[src/rtl/viterbi_pkg.sv]
// Shared definitions for the hard-decision Viterbi decoder control path.
package viterbi_pkg;

    // Sequencer states; IDLE must stay at encoding 0 so reset lands there.
    typedef enum logic [2:0] {
        S_IDLE   = 3'd0,
        S_INIT   = 3'd1,
        S_DECODE = 3'd2,
        S_FLUSH  = 3'd3,
        S_TRACE  = 3'd4,
        S_DONE   = 3'd5
    } state_t;

    localparam int FRAME_LEN_DEF = 16;
    localparam int SYM_W         = 2;

    // Path metrics clear to 0 for state 0 and to all-ones elsewhere.
    localparam int               PM_W        = 8;
    localparam logic [PM_W-1:0]  PM_INIT_MAX = '1;

endpackage

[src/rtl/viterbi_control_frame_counter.sv]
// Symbol/traceback index counter with clear, load, up/down count and a
// terminal-count compare. Decrement saturates at 0 so addresses never wrap.
module frame_counter #(
    parameter int CNT_W = 8
) (
    input  logic             clk,
    input  logic             rst,
    input  logic             clr,
    input  logic             load,
    input  logic [CNT_W-1:0] load_val,
    input  logic             inc,
    input  logic             dec,
    input  logic [CNT_W-1:0] tc_val,
    output logic [CNT_W-1:0] cnt,
    output logic             at_tc
);

    // Counter register: clear wins over load, load over counting.
    always_ff @(posedge clk or negedge rst) begin
        if (!rst) begin
            cnt <= '0;
        end else if (clr) begin
            cnt <= '0;
        end else if (load) begin
            cnt <= load_val;
        end else if (inc) begin
            cnt <= cnt + 1'b1;
        end else if (dec && (cnt != '0)) begin
            cnt <= cnt - 1'b1;
        end
    end

    assign at_tc = (cnt == tc_val);

endmodule

[src/rtl/viterbi_control.sv]
// Top-level sequencer: accepts one frame of symbols, drives the branch
// metric / ACS / survivor enables, then steps traceback from the last
// survivor address down to 0.
//
//  state  | meaning
//  IDLE   | waiting for i_start, all enables low
//  INIT   | one-cycle path-metric clear, symbol counter cleared
//  DECODE | accepting symbols, one per clock at most
//  FLUSH  | enables for the final symbol, traceback counter loaded
//  TRACE  | one traceback step per cycle while i_out_ready
//  DONE   | one-cycle o_done pulse
module viterbi_control
    import viterbi_pkg::*;
#(
    parameter int FRAME_LEN = FRAME_LEN_DEF,
    parameter int CNT_W     = 8
) (
    input  logic             clk,
    input  logic             rst,
    input  logic             i_start,
    input  logic             i_valid,
    input  logic [SYM_W-1:0] i_Rx,
    output logic             o_ready,
    output logic [SYM_W-1:0] o_Rx,
    output logic             en_branch,
    output logic             en_acs,
    output logic             en_mem,
    output logic [CNT_W-1:0] o_wr_addr,
    output logic             o_init_pm,
    input  logic             i_out_ready,
    output logic             en_trace,
    output logic [CNT_W-1:0] o_rd_addr,
    output logic             o_busy,
    output logic             o_done
);

    localparam logic [CNT_W-1:0] LAST_IDX = CNT_W'(FRAME_LEN - 1);

    state_t           state;
    state_t           state_nxt;
    logic             accept;
    logic             en_dp;
    logic [CNT_W-1:0] sym_cnt;
    logic             sym_last;
    logic [CNT_W-1:0] trace_cnt;
    logic             trace_zero;

    assign accept = (state == S_DECODE) && i_valid && o_ready;

    frame_counter #(.CNT_W(CNT_W)) u_sym_cnt (
        .clk      (clk),
        .rst      (rst),
        .clr      (state == S_INIT),
        .load     (1'b0),
        .load_val ('0),
        .inc      (accept),
        .dec      (1'b0),
        .tc_val   (LAST_IDX),
        .cnt      (sym_cnt),
        .at_tc    (sym_last)
    );

    frame_counter #(.CNT_W(CNT_W)) u_trace_cnt (
        .clk      (clk),
        .rst      (rst),
        .clr      (1'b0),
        .load     (state == S_FLUSH),
        .load_val (LAST_IDX),
        .inc      (1'b0),
        .dec      (en_trace),
        .tc_val   ('0),
        .cnt      (trace_cnt),
        .at_tc    (trace_zero)
    );

    // State register.
    always_ff @(posedge clk or negedge rst) begin
        if (!rst) begin
            state <= S_IDLE;
        end else begin
            state <= state_nxt;
        end
    end

    // Next-state decode and state-derived outputs; en_trace is the only
    // output that looks straight through to an input.
    always_comb begin
        state_nxt = state;
        o_init_pm = 1'b0;
        o_busy    = 1'b1;
        o_done    = 1'b0;
        en_trace  = 1'b0;
        case (state)
            S_IDLE: begin
                o_busy = 1'b0;
                if (i_start) state_nxt = S_INIT;
            end
            S_INIT: begin
                o_init_pm = 1'b1;
                state_nxt = S_DECODE;
            end
            S_DECODE: begin
                if (accept && sym_last) state_nxt = S_FLUSH;
            end
            S_FLUSH: begin
                state_nxt = S_TRACE;
            end
            S_TRACE: begin
                en_trace = i_out_ready;
                if (i_out_ready && trace_zero) state_nxt = S_DONE;
            end
            S_DONE: begin
                o_done    = 1'b1;
                state_nxt = S_IDLE;
            end
            default: begin
                state_nxt = S_IDLE;
            end
        endcase
    end

    // Symbol capture and datapath enables; the enables trail acceptance by
    // one cycle so they line up with the registered symbol and address.
    always_ff @(posedge clk or negedge rst) begin
        if (!rst) begin
            o_ready   <= 1'b0;
            o_Rx      <= '0;
            o_wr_addr <= '0;
            en_dp     <= 1'b0;
        end else begin
            en_dp <= accept;
            if (accept) begin
                o_Rx      <= i_Rx;
                o_wr_addr <= sym_cnt;
            end
            if (state == S_INIT) begin
                o_ready <= 1'b1;
            end else if ((state != S_DECODE) || (accept && sym_last)) begin
                o_ready <= 1'b0;
            end
        end
    end

    assign en_branch = en_dp;
    assign en_acs    = en_dp;
    assign en_mem    = en_dp;
    assign o_rd_addr = trace_cnt;

endmodule

[config.mk]
export PLATFORM = sky130hd
export DESIGN_NAME = viterbi_control
export DESIGN_NICKNAME = d
export VERILOG_FILES = /design/src/rtl/viterbi_pkg.sv /design/src/rtl/viterbi_control_frame_counter.sv /design/src/rtl/viterbi_control.sv
export SDC_FILE = /design/constraint.sdc
export NUM_CORES = 1
export LEC_CHECK = 0
export CORE_UTILIZATION = 45
export CTS_CLUSTER_SIZE = 25
export DETAILED_ROUTE_END_ITERATION = 6
export PLACE_DENSITY = 0.81
export SYNTH_ARGS = -nofsm -noshare
export SYNTH_HDL_FRONTEND = slang
export SYNTH_SLANG_ARGS = --single-unit
[constraint.sdc]
create_clock -name clk -period 1.99 [get_ports clk]
set_clock_uncertainty 0.05 [all_clocks]
set_input_delay 0.597 -clock clk [delete_from_list [all_inputs] [get_ports clk]]
set_output_delay 0.597 -clock clk [all_outputs]
set_load 0.01 [all_outputs]
==> results.py, run 1 <==
metrics = {
    "clock_tree": {
        "cts_tree": "yes",
        "cts.clk_slew.worst_paths_ns": 0.09,
        "clockBufferDepth": 2,
        "h-tree-depth": 2,
        "clockRootBuffer": "clkbuf_4",
        "cts_buffers": 5,
        "clk_latency_ns": 0.33,
        "clock_sinks": 31,
    },
    "place": {
        "portBuffers": 32,
        "gp_congestion": 0.799,
        "pre_cts_slack_ns": -0.458,
        "hpwl_mm": 2.15,
    },
    "die": {
        "dieArea_sq_mm": 0.00363,
        "fp.dieH_um": 60.2,
        "start_util": 0.488,
        "rows": 20,
        "core_sq_mm": 0.00313,
        "io_pins": 33,
        "die_x_um": 60.2,
    },
    "synth": {
        "yosysWarnings": 0,
        "syn_avg_cell_area_sq_um": 11.1,
        "synthArstFlopShare": 1.00,
        "synth.yosys.seq_area_share": 0.509,
        "synthFlopType": "dfrtp_1",
        "syn_nets": 148,
        "ys_ff_latch": 31,
        "synth_cell_types": 34,
        "synth-edff-count": 0,
        "syn_area_sq_mm": 0.00153,
        "netlist_instances": 138,
    },
    "power_and_ir_drop": {
        "pwr-share-seq": 0.408,
        "pwr-share-comb": 0.417,
        "p_switching_mw": 0.686,
        "ir_drop_mv": 0.548,
        "switching_share": 0.350,
        "intPower_mw": 1.28,
        "clock_power_share": 0.174,
        "p_leak_nw": 0.947,
        "p_per_area_mw_per_mm2": 947,
    },
    "routing": {
        "via_per_inst": 5.20,
        "drt_wl_total_mm": 3.18,
        "num_vias": 1227,
        "drtIter0Drc": 30,
        "first_pass_iters": 4,
        "drc": 0,
        "post_drt_wl_per_cell_um": 13.5,
        "ant_nets": 0,
    },
    "global_routing": {
        "antenna_found_initial": 0,
        "grt_start_max_net_pins": 32,
        "track_usage": 0.200,
        "grt_pass1_vias": 1175,
        "grt_pass1_wl_mm": 5.23,
        "overflow": 0,
    },
    "critical_path": {
        "cp_cell_sequence": "clkdlybuf4s50_1",
        "crit_path_max_fanout": 4,
        "critPathSlowestCell": "clkdlybuf4s50_1",
        "cp_num_cells": 1,
        "cp-start-kind": "flip-flop",
        "cpPeakStageDelay_ns": 0.57,
        "critPathRequiredTime_ns": 1.34,
        "worstRegToRegCells": 5,
        "worst_setup_path_end_kind": "output port",
        "critPathKind": "reg2out",
        "cp_data_arrival_time_ns": 1.31,
        "cp_top_family": "buffers and inverters",
        "path_buf_inv": 1,
    },
    "timing": {
        "slew_headroom": 0.664,
        "hold_viol": 0,
        "tns_ns": 0,
        "worst_pin_slew_ns": 0.499,
        "fin_crit_sh": 0.981,
        "max_freq_mhz": 512,
        "setup_viol": 0,
        "final_period_minus_worst_setup_slack_ns": 1.95,
        "finalMaxSlewViolations": 0,
        "rsz0062_at_grt": "yes",
        "layout_setup_ws_ns": 0.0374,
    },
    "layout": {
        "final_nets": 201,
        "layout-drive-gt1-share": 0.240,
        "antennaDiodeCount": 0,
        "fillers": 244,
        "final_util": 0.662,
        "area.growth.synth_to_final_pct": 35.7,
    },
    "status": {
        "status": "complete, no violations",
    },
    "flow_run": {
        "cap_violations": 0,
    },
    "min_path": {
        "hold_depth": 1,
        "hold_path_class": "reg2reg",
    },
}
-- cells in the mapped netlist, drive strengths merged (2+ instances only) --
master	number	area share
a21oi	4	0.013
buf	8	0.043
dfrtp	31	0.51
ha	3	0.025
inv	3	0.0074
mux2	10	0.074
nand2	12	0.030
nand3	3	0.0098
nand4	2	0.0082
nor2	17	0.047
nor3	4	0.016
nor4	5	0.033
o211ai	3	0.015
o21ai	5	0.019
or3	4	0.016
or3b	2	0.011
xnor2	9	0.052
xor2	3	0.017
-- final cells by class --
type,count,area [sq um],share of cell area
repair buffers,55,494,0.239
clock inverters,3,15.0,0.00726
inverters,3,11.3,0.00544
well taps,44,55.1,0.0266
clock buffers,5,37.5,0.0181
flip-flops and latches,31,779,0.377
multi-input cells,95,677,0.327
-- worst paths after layout --
kind | start | to | slack, ns
hold reg to reg | o_Rx[1]$_DFFE_PN0P_ | o_Rx[1]$_DFFE_PN0P_ | 0.44
setup reg to reg | state[2]$_DFFE_PN0P_ | o_wr_addr[7]$_DFFE_PN0P_ | 0.10
setup / recovery | u_trace_cnt.cnt[6]$_DFFE_PN0P_ | o_rd_addr[6] | 0.04
max in group asynchronous | rst | u_trace_cnt.cnt[2]$_DFFE_PN0P_ | 0.97
min in group asynchronous | rst | o_Rx[0]$_DFFE_PN0P_ | 0.60
hold / removal | o_Rx[1]$_DFFE_PN0P_ | o_Rx[1]$_DFFE_PN0P_ | 0.44
-- sequential cells by signal, indices dropped and copies added (netlist names) --
register / count
en_acs: 1
o_Rx: 2
o_ready: 1
o_wr_addr: 8
state: 3
u_sym_cnt.cnt: 8
u_trace_cnt.cnt: 8
-- through the flow --
| step | instance area [sq um] | hold WS, ns | total power [mW] | std cells |
|---|---|---|---|---|
| 2_1_floorplan | 1530 | 0.251 | 1.24 | 138 |
| 3_3_place_gp | 1920 | 0.416 | 1.50 | 215 |
| 3_5_place_dp | 1920 | 0.425 | 1.53 | 215 |
| 4_1_cts | 2000 | 0.445 | 1.94 | 228 |
| 5_1_grt | 2070 | 0.463 | 2.09 | 236 |
| 6_report | 2070 | 0.440 | 1.96 | 236 |
-- per-layer routing --
| layer | global-route usage | wire length [um] |
|---|---|---|
| met4 | 0.120 | 91 |
| met2 | 0.298 | 1560 |
| met5 | 0 | 0 |
| met3 | 0.0563 | 119 |
| met1 | 0.255 | 1420 |
-- placed cells by master, fill, tap and decap left out, types with 4 or more instances in the layout --
master / Yosys / final
a21oi_1: 4 / 4
buf_4: 3 / 21
clkbuf_4: 0 / 5
clkdlybuf4s50_1: 0 / 26
dfrtp_1: 31 / 28
mux2_1: 10 / 10
nand2_1: 12 / 12
nor2_1: 16 / 16
o21ai_0: 4 / 4
or3_1: 4 / 4
xnor2_1: 9 / 9
-- repair_timing --
action	4_1_cts	5_1_grt
setup buffers	5	8
hold buffers	0	0
endpoints found under the setup margin	6	9
gates resized for setup	19	2
pin swaps	0	2
-- power groups by stage --
stage | clock [mW] | sequential [mW] | combinational (mW)
after global routing | 0.387 | 0.819 | 0.888
after floorplan | 0 | 0.803 | 0.439
after global placement | 0 | 0.831 | 0.668
final | 0.342 | 0.801 | 0.818
after CTS | 0.354 | 0.802 | 0.779
after detailed placement | 0 | 0.835 | 0.693
-- cells by family (layout without fill, tap and decap cells) --
kind of cell | Yosys count | in the layout | synth area share
compound gates | 15 | 15 | 0.0640
xor+xnor | 12 | 12 | 0.0689
fa+ha+maj | 3 | 3 | 0.0246
buf+inv | 12 | 66 | 0.0533
flops | 31 | 31 | 0.509
mux | 10 | 10 | 0.0738
simple gates | 55 | 55 | 0.207
Note: power is estimated with default switching activity, not from simulation.
==> run 2, diff against run 1 <==
- PLACE_DENSITY: 0.81 -> 0.72
==> run 2 against run 1 <==
Effect of this change:
- sequential power is 1% higher
- flip-flop and latch count is the same
- sequential share of layout area is 1.1 points higher
- utilization down 1.8 points
- combinational power decreased by 13%
- fmax decreased by 1.0%
- worst setup slack worse by 0.020 ns
- worst hold slack better by 0.00094 ns
- non-clock buffer count fell by 7
- critical path depth did not move
- clock power is 3% higher
- cell count shrank 3.0%
- largest power group is now registers
==> results.py, run 2 (same netlist as run 1, synthesis figures left out) <==
metrics = {
    "status": {
        "status": "complete, no violations",
    },
    "layout": {
        "multi_input_area_sq_um": 673,
        "layout-drive-gt1-share": 0.205,
        "final_cells": 229,
        "final_cell_mix": "27 x dfrtp_1, 27 x clkdlybuf4s50_1, 16 x nor2_1, 15 x buf_4, 12 x nand2_1",
        "area.growth.synth_to_final_pct": 32.1,
        "fillers": 265,
        "regArea_sq_um": 781,
        "final_nets": 194,
        "antennaDiodeCount": 0,
        "final_cell_area_sq_mm": 0.00201,
        "top_regs": "o_wr_addr: 8 flops, u_sym_cnt.cnt: 8 flops, u_trace_cnt.cnt: 8 flops",
    },
    "routing": {
        "highest_layer": "met4",
        "post_drt_wl_per_cell_um": 13.4,
        "ant_nets": 0,
        "drt_wl_total_mm": 3.08,
        "wl_met2_mm": 1.46,
        "met1Wirelength_mm": 1.40,
        "drtIter0Drc": 39,
        "dr_wl_met3_um": 119,
        "via_per_inst": 5.11,
        "first_pass_iters": 4,
        "drc": 0,
        "num_vias": 1171,
    },
    "global_routing": {
        "track_usage": 0.193,
        "grt_pass1_vias": 1106,
        "overflow": 0,
        "grt_pass1_wl_mm": 4.99,
        "antenna_found_initial": 0,
        "grt_start_max_net_pins": 32,
    },
    "timing": {
        "final_period_minus_worst_setup_slack_ns": 1.97,
        "fin_crit_sh": 0.991,
        "hold_viol": 0,
        "slew_headroom": 0.702,
        "worst_pin_slew_ns": 0.443,
        "finalMaxSlewViolations": 0,
        "whs_ns": 0.441,
        "setup_viol": 0,
        "tns_ns": 0,
        "max_freq_mhz": 507,
    },
    "clock_tree": {
        "clockBufferDepth": 2,
        "h-tree-depth": 2,
        "cts_tree": "yes",
        "clk_latency_ns": 0.33,
        "cts.clk_slew.worst_paths_ns": 0.10,
        "hold_buffers": 0,
        "clockRootBuffer": "clkbuf_4",
        "clock_sinks": 31,
        "cts_buffers": 5,
    },
    "critical_path": {
        "critPathLaunch": "u_trace_cnt.cnt[2]$_DFFE_PN0P_",
        "worst_setup_path_end_kind": "output port",
        "critPathRequiredTime_ns": 1.34,
        "cp_cell_sequence": "clkdlybuf4s50_1",
        "cpPeakStageDelay_ns": 0.59,
        "reg2reg_slack_ns": 0.12,
        "cp_top_family": "buffers and inverters",
        "critPathKind": "reg2out",
        "cp-start-kind": "flip-flop",
        "reg2reg_from": "state[2]$_DFFE_PN0P_",
        "cp_data_arrival_time_ns": 1.33,
        "crit_path_max_fanout": 6,
        "path_buf_inv": 1,
        "critPathSlowestCell": "clkdlybuf4s50_1",
    },
    "die": {
        "core_sq_mm": 0.00313,
        "dieArea_sq_mm": 0.00363,
        "rows": 20,
        "fp.dieH_um": 60.2,
        "start_util": 0.488,
        "die_x_um": 60.2,
        "io_pins": 33,
    },
    "place": {
        "gp_congestion": 0.814,
        "placed_cells": 215,
        "hpwl_mm": 2.14,
        "portBuffers": 32,
        "placed_area_sq_mm": 0.00192,
    },
    "power_and_ir_drop": {
        "p_leak_nw": 0.901,
        "p_total_mw": 1.88,
        "p_per_area_mw_per_mm2": 931,
        "ir_drop_mv": 0.514,
    },
    "min_path": {
        "hp-start": "o_Rx[0]$_DFFE_PN0P_",
        "hold_path_class": "reg2reg",
    },
    "flow_run": {
        "cap_violations": 0,
    },
}
## run 2: final timing paths
kind,cells past startpoint,endpoint
min reg2reg,1,o_Rx[0]$_DFFE_PN0P_
max in group asynchronous,2,u_trace_cnt.cnt[2]$_DFFE_PN0P_
min,1,o_Rx[0]$_DFFE_PN0P_
min in group asynchronous,2,state[1]$_DFFE_PN0P_
max,1,o_rd_addr[2]
max reg2reg,5,o_wr_addr[2]$_DFFE_PN0P_
## run 2: per-stage QoR
step / worst slack [ns] / util
3_3_place_gp: -0.467 / 0.613
2_1_floorplan: 0.206 / -
5_1_grt: -0.0117 / 0.644
4_1_cts: -0.173 / 0.634
3_5_place_dp: -0.451 / 0.613
6_report: 0.0173 / 0.644
## run 2: per-layer routing
| layer | vias to the layer above | GRT usage |
|---|---|---|
| met5 | - | 0 |
| met4 | 0 | 0.110 |
| met3 | 11 | 0.0455 |
| met2 | 33 | 0.295 |
| met1 | 562 | 0.248 |
| li1 | 565 | - |
## run 2: power by group
part	leakage (nW)	internal, mW	switching [mW]	total [mW]
clock network	0.0293	0.137	0.214	0.351
logic	0.469	0.368	0.344	0.711
registers	0.402	0.726	0.0868	0.813
## run 2: layout make-up
class,count,area share
multi-input cells,95,0.334
repair buffers,48,0.220
flip-flops and latches,31,0.388
inverters,3,0.00559
clock inverters,1,0.00248
well taps,44,0.0273
clock buffers,7,0.0224
## run 2: what timing repair did
action,4_1_cts,5_1_grt
setup buffers,2,4
endpoints found under the setup margin,6,6
pin swaps,0,1
gates resized for setup,12,6
==> run 3, diff against run 2 <==
- CELL_PAD_IN_SITES_DETAIL_PLACEMENT: not set -> 0
- CELL_PAD_IN_SITES_GLOBAL_PLACEMENT: not set -> 1
- CORE_ASPECT_RATIO: not set -> 0.9
- CORE_UTILIZATION: 45 -> 39
- HOLD_SLACK_MARGIN: not set -> 0.06
- PLACE_DENSITY: 0.72 -> not set
- PLACE_DENSITY_LB_ADDON: not set -> 0.1
==> run 3 against run 2 <==
Effect of this change:
- critical path depth increased by 1
- first-iteration DRC count up 51%
- design area up 1.1%
- highest routed layer unchanged
- clock-buffer cell count fell by 1
- utilization shrank 9.8 points
- power rose by 8.7%
- worst hold slack worse by 0.0048 ns
- critical path type unchanged
- non-clock buffer count shrank 1
==> results.py, run 3 (same netlist as run 1, synthesis figures left out) <==
metrics = {
    "timing": {
        "max_freq_mhz": 517,
        "setup_viol": 0,
        "rsz0062_at_grt": "no",
        "hold_viol": 0,
        "final_period_minus_worst_setup_slack_ns": 1.93,
        "fin_crit_sh": 0.971,
        "finalMaxSlewViolations": 0,
        "slew_headroom": 0.589,
        "worst_pin_slew_ns": 0.611,
    },
    "critical_path": {
        "path_buf_inv": 1,
        "cpPeakStageDelay_ns": 0.41,
        "cp_cell_sequence": "or3_1 > clkdlybuf4s15_1",
        "critPathKind": "reg2out",
        "critPathSlowestCell": "dfrtp_2",
        "crit_path_max_fanout": 3,
        "critPathRequiredTime_ns": 1.34,
        "worst_setup_path_end_kind": "output port",
        "cp_top_family": "flip-flops",
        "cp-start-kind": "flip-flop",
        "reg2reg_slack_ns": 0.12,
        "cp_data_arrival_time_ns": 1.29,
    },
    "die": {
        "core_sq_mm": 0.00373,
        "io_pins": 33,
        "dieArea_sq_mm": 0.00417,
        "fp.dieH_um": 61.3,
        "start_util": 0.409,
        "die_x_um": 67.9,
        "rows": 21,
    },
    "global_routing": {
        "track_usage": 0.171,
        "grt_start_max_net_pins": 32,
        "grt_pass1_vias": 1059,
        "overflow": 0,
        "grt_pass1_wl_mm": 5.07,
        "antenna_found_initial": 0,
    },
    "place": {
        "portBuffers": 32,
        "hpwl_mm": 2.11,
        "gp_congestion": 0.771,
        "placed_area_sq_mm": 0.00192,
    },
    "routing": {
        "post_drt_wl_per_cell_um": 13.1,
        "first_pass_iters": 4,
        "ant_nets": 0,
        "drt_wl_total_mm": 2.99,
        "drc": 0,
        "num_vias": 1142,
        "drtIter0Drc": 59,
        "via_per_inst": 5.01,
    },
    "clock_tree": {
        "cts.clk_slew.worst_paths_ns": 0.06,
        "cts_tree": "yes",
        "cts_buffers": 5,
        "clock_sinks": 31,
        "h-tree-depth": 2,
        "clockBufferDepth": 2,
        "clk_latency_ns": 0.27,
        "clockRootBuffer": "clkbuf_8",
    },
    "flow_run": {
        "cap_violations": 0,
    },
    "layout": {
        "layout_commonest_cell": "dfrtp_1",
        "layout-drive-gt1-share": 0.192,
        "fillers": 327,
        "final_util": 0.546,
        "antennaDiodeCount": 0,
        "final_cell_area_sq_mm": 0.00204,
        "area.growth.synth_to_final_pct": 33.6,
        "final_cell_mix": "28 x dfrtp_1, 27 x clkdlybuf4s50_1, 16 x nor2_1, 14 x buf_4, 12 x nand2_1",
        "top_regs": "o_wr_addr: 8 flops, u_sym_cnt.cnt: 8 flops, u_trace_cnt.cnt: 8 flops",
        "final_nets": 193,
    },
    "power_and_ir_drop": {
        "p_total_mw": 2.04,
        "p_per_area_mw_per_mm2": 1000,
        "p_leak_nw": 0.907,
        "ir_drop_mv": 0.794,
    },
    "status": {
        "status": "complete, no violations",
    },
    "min_path": {
        "hold_path_class": "reg2reg",
    },
}
[run 3: repair_timing]
item                                    CTS  global route
buffers inserted                          5             0
gates resized for setup                   9             8
hold buffers                              0             0
endpoints found under the setup margin    4            20
cloned                                    0             0
pin swaps                                 1             1
[run 3: through the flow]
stage / worst slack, ns / setup TNS (ns) / hold slack (ns) / std cells
floorplan: 0.206 / 0 / 0.251 / 138
detailed placement: -0.448 / -1.92 / 0.429 / 217
finish: 0.0568 / 0 / 0.436 / 228
global route: 0.00206 / 0 / 0.466 / 228
CTS: -0.0806 / -0.171 / 0.443 / 228
global placement: -0.441 / -1.76 / 0.416 / 217
[run 3: where the power goes]
group,switching [mW],leakage [nW],internal [mW]
registers,0.0709,0.404,0.726
clock network,0.200,0.0371,0.232
logic,0.391,0.467,0.419
[run 3: routing by layer]
| metal | share of wire | track usage | up-vias |
|---|---|---|---|
| li1 | - | - | 562 |
| met1 | 0.51 | 0.251 | 530 |
| met2 | 0.41 | 0.232 | 43 |
| met3 | 0.064 | 0.0444 | 7 |
| met4 | 0.016 | 0.0804 | 0 |
| met5 | 0 | 0 | - |
[run 3: layout make-up]
| cell class | count | area [sq um] | area share |
|---|---|---|---|
| inverters | 3 | 11.3 | 0.00553 |
| repair buffers | 47 | 437 | 0.214 |
| well taps | 46 | 57.6 | 0.0283 |
| multi-input cells | 95 | 679 | 0.334 |
| flip-flops and latches | 31 | 779 | 0.383 |
| clock buffers | 6 | 72.6 | 0.0356 |
[run 3: worst register-to-register path, cell delays in order (launching register included)]
cell,delay (ns)
dfrtp_2,0.41
buf_4,0.16
or3b_4,0.48
nor2_4,0.15
buf_12,0.15
mux2_1,0.34
[run 3: worst paths after layout]
check / depth (start not counted) / to / from
hold reg to reg: 1 / o_wr_addr[6]$_DFFE_PN0P_ / o_wr_addr[6]$_DFFE_PN0P_
max in group asynchronous: 2 / state[1]$_DFFE_PN0P_ / rst
hold / removal: 1 / o_wr_addr[6]$_DFFE_PN0P_ / o_wr_addr[6]$_DFFE_PN0P_
setup / recovery: 2 / o_busy / state[2]$_DFFE_PN0P_
min in group asynchronous: 2 / u_trace_cnt.cnt[5]$_DFFE_PN0P_ / rst
setup reg to reg: 5 / o_wr_addr[5]$_DFFE_PN0P_ / state[2]$_DFFE_PN0P_
